[config.mk]
export PLATFORM = sky130hd
export DESIGN_NAME = program_loader
export DESIGN_NICKNAME = d
export VERILOG_FILES = /design/src/rtl/loader_pkg.sv /design/src/rtl/loader_timeout.sv /design/src/rtl/program_loader.sv
export SDC_FILE = /design/constraint.sdc
export NUM_CORES = 1
export LEC_CHECK = 0
export BUFFER_PORTS_ARGS = -buffer_cell sky130_fd_sc_hd__buf_4
export CORE_MARGIN = 3
export CORE_UTILIZATION = 50
export CTS_CLUSTER_DIAMETER = 50
export CTS_CLUSTER_SIZE = 30
export DETAILED_ROUTE_END_ITERATION = 10
export HOLD_SLACK_MARGIN = 0.15
export PLACE_DENSITY_LB_ADDON = 0.15
export SLEW_MARGIN = 25
export SYNTH_ARGS = -nofsm -noshare
export SYNTH_HDL_FRONTEND = slang
export SYNTH_SLANG_ARGS = --single-unit
[constraint.sdc]
create_clock -name clk -period 2.5 [get_ports clk]
set_clock_uncertainty 0.1 [all_clocks]
set_input_delay 0.125 -clock clk [delete_from_list [all_inputs] [get_ports clk]]
set_output_delay 0.125 -clock clk [all_outputs]
set_load 0.02 [all_outputs]
[src/rtl/loader_pkg.sv]
// ============================================================================
// Module  : loader_pkg
// Purpose : Shared types and helpers for the serial program loader.
// Rev     : 1.0
// ============================================================================
`default_nettype none

package loader_pkg;

    typedef enum logic [2:0] {
        IDLE = 3'd0,
        LEN  = 3'd1,
        DATA = 3'd2,
        CSUM = 3'd3,
        DONE = 3'd4
    } loader_state_t;

    localparam logic [7:0] SYNC_BYTE_DEFAULT = 8'hA5;

    function automatic int bytes_per_word(input int data_width);
        return (data_width + 7) / 8;
    endfunction

endpackage

`default_nettype wire

[src/rtl/loader_timeout.sv]
// ============================================================================
// Module  : loader_timeout
// Purpose : Inter-byte idle counter; flags expiry on the TIMEOUT_CYCLES-th idle cycle.
// Rev     : 1.0
// ============================================================================
`default_nettype none

module loader_timeout #(
    parameter int TIMEOUT_CYCLES = 1_000_000
) (
    input  logic clk,
    input  logic rst,
    input  logic i_clear,
    input  logic i_enable,
    output logic o_expired
);

    localparam int CW = $clog2(TIMEOUT_CYCLES + 1);

    logic [CW-1:0] r_count;

    always_ff @(posedge clk or posedge rst) begin
        if (rst) begin
            r_count <= '0;
        end else if (i_clear || !i_enable) begin
            r_count <= '0;
        end else begin
            r_count <= r_count + 1'b1;
        end
    end

    assign o_expired = i_enable && !i_clear && (r_count == CW'(TIMEOUT_CYCLES - 1));

endmodule

`default_nettype wire

[src/rtl/program_loader.sv]
// ============================================================================
// Module  : program_loader
// Purpose : Frames UART bytes into instruction words and writes the text RAM.
// Rev     : 1.0
// ============================================================================
`default_nettype none

module program_loader
    import loader_pkg::*;
#(
    parameter int         ADDR_WIDTH     = 8,
    parameter int         DATA_WIDTH     = 12,
    parameter logic [7:0] SYNC_BYTE      = SYNC_BYTE_DEFAULT,
    parameter int         TIMEOUT_CYCLES = 1_000_000
) (
    input  logic                  clk,
    input  logic                  reset,
    input  logic                  rx_valid,
    input  logic [7:0]            rx_data,
    output logic                  program_write,
    output logic [ADDR_WIDTH-1:0] program_addr,
    output logic [DATA_WIDTH-1:0] program_cmd,
    output logic                  cpu_hold,
    output logic                  busy,
    output logic                  load_done,
    output logic                  load_error
);

    localparam int BPW = bytes_per_word(DATA_WIDTH);
    localparam int BCW = (BPW > 1) ? $clog2(BPW) : 1;

    loader_state_t         r_state;
    logic [DATA_WIDTH-1:0] r_acc;
    logic [BCW-1:0]        r_byte_cnt;
    logic [8:0]            r_words_left;
    logic [7:0]            r_xor;
    logic                  r_program_write;
    logic [ADDR_WIDTH-1:0] r_program_addr;
    logic [DATA_WIDTH-1:0] r_program_cmd;
    logic                  r_cpu_hold;
    logic                  r_load_done;
    logic                  r_load_error;

    logic                  w_timeout_en;
    logic                  w_expired;
    logic                  w_last_byte;
    logic [DATA_WIDTH-1:0] w_acc_next;

    // Shifting left a byte at a time drops bits beyond DATA_WIDTH, so after
    // BPW bytes only the low DATA_WIDTH bits of the word remain.
    assign w_acc_next   = DATA_WIDTH'({r_acc, rx_data});
    assign w_last_byte  = (r_byte_cnt == BCW'(BPW - 1));
    assign w_timeout_en = (r_state == LEN) || (r_state == DATA) || (r_state == CSUM);

    loader_timeout #(
        .TIMEOUT_CYCLES (TIMEOUT_CYCLES)
    ) u_timeout (
        .clk       (clk),
        .rst       (reset),
        .i_clear   (rx_valid),
        .i_enable  (w_timeout_en),
        .o_expired (w_expired)
    );

    always_ff @(posedge clk or posedge reset) begin
        if (reset) begin
            r_state         <= IDLE;
            r_acc           <= '0;
            r_byte_cnt      <= '0;
            r_words_left    <= '0;
            r_xor           <= '0;
            r_program_write <= 1'b0;
            r_program_addr  <= '0;
            r_program_cmd   <= '0;
            r_cpu_hold      <= 1'b0;
            r_load_done     <= 1'b0;
            r_load_error    <= 1'b0;
        end else begin
            r_program_write <= 1'b0;
            r_load_done     <= 1'b0;
            // Address advances the cycle after each write pulse.
            if (r_program_write) begin
                r_program_addr <= r_program_addr + 1'b1;
            end

            case (r_state)
                IDLE: begin
                    if (rx_valid && (rx_data == SYNC_BYTE)) begin
                        r_state        <= LEN;
                        r_cpu_hold     <= 1'b1;
                        r_load_error   <= 1'b0;
                        r_program_addr <= '0;
                    end
                end
                LEN: begin
                    if (rx_valid) begin
                        r_words_left <= (rx_data == 8'd0) ? 9'd256 : {1'b0, rx_data};
                        r_xor        <= rx_data;
                        r_byte_cnt   <= '0;
                        r_state      <= DATA;
                    end else if (w_expired) begin
                        r_state      <= IDLE;
                        r_load_error <= 1'b1;
                    end
                end
                DATA: begin
                    if (rx_valid) begin
                        r_acc <= w_acc_next;
                        r_xor <= r_xor ^ rx_data;
                        if (w_last_byte) begin
                            r_byte_cnt      <= '0;
                            r_program_write <= 1'b1;
                            r_program_cmd   <= w_acc_next;
                            r_words_left    <= r_words_left - 9'd1;
                            if (r_words_left == 9'd1) begin
                                r_state <= CSUM;
                            end
                        end else begin
                            r_byte_cnt <= r_byte_cnt + 1'b1;
                        end
                    end else if (w_expired) begin
                        r_state      <= IDLE;
                        r_load_error <= 1'b1;
                    end
                end
                CSUM: begin
                    if (rx_valid) begin
                        if (rx_data == r_xor) begin
                            r_state     <= DONE;
                            r_load_done <= 1'b1;
                        end else begin
                            r_state      <= IDLE;
                            r_load_error <= 1'b1;
                        end
                    end else if (w_expired) begin
                        r_state      <= IDLE;
                        r_load_error <= 1'b1;
                    end
                end
                DONE: begin
                    r_cpu_hold <= 1'b0;
                    r_state    <= IDLE;
                end
                default: r_state <= IDLE;
            endcase
        end
    end

    assign program_write = r_program_write;
    assign program_addr  = r_program_addr;
    assign program_cmd   = r_program_cmd;
    assign cpu_hold      = r_cpu_hold;
    assign busy          = (r_state != IDLE);
    assign load_done     = r_load_done;
    assign load_error    = r_load_error;

endmodule

`default_nettype wire

Yosys cells after proc, flatten, opt, wreduce, memory -nomap -nowiden:

Cells that the tools add are included.

* word-level logic and storage cells: 94
* bits in registers: 69
* input bits: 11
* output and inout port bits: 25

* bitwise operators: 1
* reductions and logical operators: 22
* add/subtract/negate cells: 4
* eq/ne operators: 16
* muxes and demuxes: 39

Operators by type and width (count)
* $mux W8: 5
* $mux W9: 4
* $mux W3: 8
* $add A20 B1 Y20 const B: 1
* $eq A20 B20 Y1 const B: 1
* $mux W20: 1
* $pmux W9 S2: 1
* $pmux W8 S2: 1
* $mux W1: 15
* $pmux W3 S4: 1
* $ne A2 B2 Y1 const B: 5
* $eq A9 B1 Y1 const B: 1
* $reduce_and A3 Y1: 3
* $sub A9 B1 Y9 const B: 1
* $add A8 B1 Y8 const B: 1
* $eq A8 B8 Y1: 1
* $eq A8 B8 Y1 const B: 1
* $logic_not A8 Y1: 1
* $reduce_and A4 Y1: 2
* $xor A8 B8 Y8: 1
* $eq A3 B2 Y1 const B: 2
* $ne A3 B3 Y1 const B: 2
* $reduce_bool A3 Y1: 2
* $pmux W1 S2: 2
* 12 further kinds: 19

Logic depth before layout (Yosys ltp):

* depth after elaboration: 8
* gate-level depth with buffers: 7
* gate-level depth less buffers: 6

Cells and area by module:

Synthesis repeated with hierarchy kept, for this count alone.

* cell total of the unflattened synthesis: 347
* area, all modules: 3485.8 um2

By module, submodules not included
* program_loader: cells an instance 241, instances 1, seq. area each 1226.2 um2, area an instance 2474.9 um2
* loader_timeout: cells an instance 106, instances 1, seq. area each 500.5 um2, area an instance 1011.0 um2

Least setup slack after synthesis:

Ideal clock, no wire load.

* path type: register -> register
* start: register r_state[2]
* end: register r_program_cmd[4] (netlist: program_cmd[4])
* buffers on the path: 3
* clock period less this slack: 2.025 ns
* data required time: 2.275 ns
* arrival: 1.800 ns
* path slack: 0.475 ns
* cell stages (with the launch flop): 7
* cells stage by stage: dfrtp_1 > clkbuf_1 > or3b_2 > clkbuf_1 > nor2_2 > buf_2 > mux2_2

* word-level cells in the longest chain between the ends: 2

Ends and longest elaborated chain
* start: declaration: RTL line program_loader.sv:32 `loader_state_t r_state;`
* start signal: assignment: RTL line program_loader.sv:67 `r_state <= IDLE;`
* start signal: assignment: RTL line program_loader.sv:89 `r_state <= LEN;`
* start signal: assignment: RTL line program_loader.sv:100 `r_state <= DATA;`
* $eq A3 B2 Y1: RTL line program_loader.sv:86 `case (r_state)`
* $reduce_and A3 Y1 (no line)
* end signal: assignment: RTL line program_loader.sv:113 `r_program_cmd <= w_acc_next;`
* end: declaration: RTL line program_loader.sv:39 `logic [DATA_WIDTH-1:0] r_program_cmd;`

Every way passes these cells.
A chain may end at the register's enable or synchronous reset.

Worst setup path in the final report:

* start: register u_timeout.r_count[0]
* end: register u_timeout.r_count[18]

* word-level cells in the longest chain between the ends: 2

Ends and longest elaborated chain
* start: declaration: RTL line loader_timeout.sv:20 `logic [CW-1:0] r_count;`
* start signal: assignment: RTL line loader_timeout.sv:28 `r_count <= r_count + 1'b1;`
* $add A20 B1 Y20: RTL line loader_timeout.sv:28
* $mux W20: RTL line loader_timeout.sv:25 `end else if (i_clear || !i_enable) begin`

Every way passes these cells.

==> flow_summary.json <==
{
  "final_layout_size_suffix_gt1_share_pct": 20.8,
  "crit_type": "register to register",
  "netlist_area_um2": 3680,
  "core_um2": 6980,
  "reg2regPathDepth": 5,
  "ir_drop_v": 0.000635,
  "ff_latch_area_um2": 1730,
  "setup_viol": 0,
  "die_h_um": 91.8,
  "final_core_util_pct": 62.2,
  "cts_tree": "yes",
  "async_reset_ff_share_pct": 100,
  "worstPathArrival_ns": 2.33,
  "rows": 30,
  "vias": 2909,
  "antenna_left": 0,
  "seq_area_frac_synth_pct": 46.9,
  "place_ws_ns": 0.366,
  "relSlewSlack_pct": 56.7,
  "cp_max_fo": 6,
  "placed_area_um2": 4050,
  "port_buffers": 35,
  "yosysWarnings": 0,
  "crit_start": "u_timeout.r_count[0]",
  "tns_ns": 0,
  "power_mw": 4.72,
  "h-tree-depth": 3,
  "grt_use_total_pct": 20.3,
  "drtIter0Drc": 103,
  "gp_routability_congestion": 0.795,
  "initial_core_util_pct": 52.7,
  "wire_per_inst_um": 15.0,
  "drtPass1Iterations": 4,
  "first_global_vias": 2815,
  "stdcell_area_um2": 4340,
  "netlist-cell-type-count": 51,
  "grt_pass1_wl_um": 13700,
  "grt_setup_unrepaired": "no",
  "fin_hold_ws_ns": 0.309,
  "post_cts.repair.setup_buffers": 0,
  "ctsLongestPathBuffers": 2,
  "viasPerCell": 5.56,
  "multiInputGateArea_um2": 1800,
  "io_pins": 36,
  "r2r_slack_ns": 0.35,
  "antenna_found_initial": 0,
  "reg2reg_to": "u_timeout.r_count[18]",
  "worstHoldPathType": "input port to async pin",
  "maxCapViolations": 0,
  "final.period_utilization_pct": 85.9,
  "clkTransAtPathRegs_ns": 0.07,
  "synth_seq_cells": 69,
  "synth_ff_type": "dfrtp_1",
  "drc": 0,
  "syn_to_final_growth_pct": 18.0,
  "final.setup.worst_slack_ns": 0.352,
  "synth_fp_nets": 397,
  "n_fill_cell": 612,
  "dieArea_um2": 8430,
  "numCtsBuffers": 9,
  "cts-root-buf": "clkbuf_8",
  "insertion_delay_ns": 0.35,
  "drt-total-wl_um": 7870,
  "synth.avg_cell_area_um2": 9.64,
  "max_freq_mhz": 466,
  "overflow": 0,
  "syn_inst": 382,
  "critPathLaunchType": "register",
  "p_leak_nw": 1.80,
  "grt_max_degree": 44,
  "die_w_um": 91.8,
  "rr_startpoint": "u_timeout.r_count[0]",
  "timing_hold_violations_final": 0,
  "dp.cells": 497,
  "cp.required_ns": 2.68,
  "slew_viol_final": 0,
  "stdcell_count": 523,
  "worst_slew_pin_slew_ns": 0.648,
  "dp_hpwl_um": 5390,
  "final.min_clock_period_ns": 2.15,
  "outcome": "finished, final reports clean",
  "ctsResizeCount": 0,
  "synth_edf_count": 0,
  "antenna_cells": 0,
  "postCtsHoldBufs": 10,
  "end_kind": "register",
  "power.density_nw_per_um2": 1090,
  "nNetsFinal": 437,
  "clock_sinks": 69
}
-- logic make-up after synthesis --
| kind of cell | count (synthesis) | synth area share [%] |
|---|---|---|
| buffers and inverters | 41 | 4.32 |
| AND/OR/NAND/NOR | 137 | 20.3 |
| AO/OA/AOI/OAI | 85 | 15.0 |
| XOR/XNOR | 26 | 6.19 |
| multiplexers | 19 | 5.71 |
| flip-flops | 69 | 46.9 |
| adder cells (fa/ha/maj) | 5 | 1.63 |
-- power breakdown --
| part | internal [mW] | switching [mW] | leakage (nW) | total, mW |
|---|---|---|---|---|
| Combinational | 0.947 | 1.08 | 0.817 | 2.03 |
| Clock | 0.481 | 0.416 | 0.103 | 0.897 |
| Sequential | 1.47 | 0.329 | 0.877 | 1.80 |
-- flip-flops by register name, summed over array words and instances, names as in the netlist, 3 cells and up --
signal,cells
program_cmd,12
r_acc,4
program_addr,8
r_state,3
r_words_left,9
r_xor,8
u_timeout.r_count,20
-- worst max-delay path by stage --
| stage | end | slack (ns) | cells past startpoint |
|---|---|---|---|
| after global placement | u_timeout.r_count[18] | 0.41 | 5 |
| after global routing | load_error | 0.24 | 6 |
| final | u_timeout.r_count[18] | 0.35 | 5 |
| after floorplan | program_cmd[4] | 0.47 | 6 |
| after CTS | u_timeout.r_count[18] | 0.35 | 5 |
| after detailed placement | u_timeout.r_count[18] | 0.37 | 5 |
-- area by class of cell --
| type | instances | area share, % |
|---|---|---|
| well taps | 96 | 2.76 |
| flip-flops and latches | 69 | 39.7 |
| clock buffers | 11 | 3.25 |
| repair buffers | 56 | 10.5 |
| inverters | 14 | 1.21 |
| multi-input cells | 272 | 41.3 |
| clock inverters | 5 | 1.15 |
-- synthesized netlist by cell type (all sizes together) (11+ instances only) --
cell | n | area (um^2)
o21ai | 20 | 104
nand2 | 19 | 71.3
a21oi | 32 | 160
inv | 14 | 52.6
mux2 | 16 | 180
nor3 | 13 | 65.1
nand2b | 11 | 68.8
clkbuf | 23 | 86.3
nor2 | 44 | 168
xnor2 | 20 | 175
dfrtp | 69 | 1730
-- cells in the final DEF, fill, tap and decap left out, types with 2 or more instances in the layout --
master and n:
dfrtp_1 69, buf_4 45, nor2_1 43, a21oi_1 32, xnor2_1 20, nand2_1 19
o21ai_0 19, mux2_2 16, nor3_1 13, inv_1 13, nand2b_1 11, clkbuf_8 10
dlygate4sd3_1 10, o311ai_0 8, a311o_1 8, nor4_1 7, nand3_1 6, nand4_1 6
xor2_1 6, and3_1 4, or3_1 4, nor2b_1 4, ha_1 4, clkinv_2 4
nor4b_1 3, or3_2 3, mux2i_1 3, nand4b_1 2, o31a_1 2, and3b_1 2
or4_4 2, o31ai_1 2, or4_1 2, a22oi_1 2
-- per-layer routing --
metal	part of all wire, %	GRT usage [%]	wire [um]
met1	48	26.8	3760
met2	47	32.4	3700
met3	3.9	5.25	305
met4	1.3	7.30	104
met5	0	0	0
-- critical path, cell delays in order (launching register included) --
cell and delay [ns]:
dfrtp_1 0.39, ha_1 0.23, nand3_2 0.14, or4_4 0.59, or4_1 0.48, a21oi_1 0.16
Note: power is estimated with default switching activity, not from simulation.
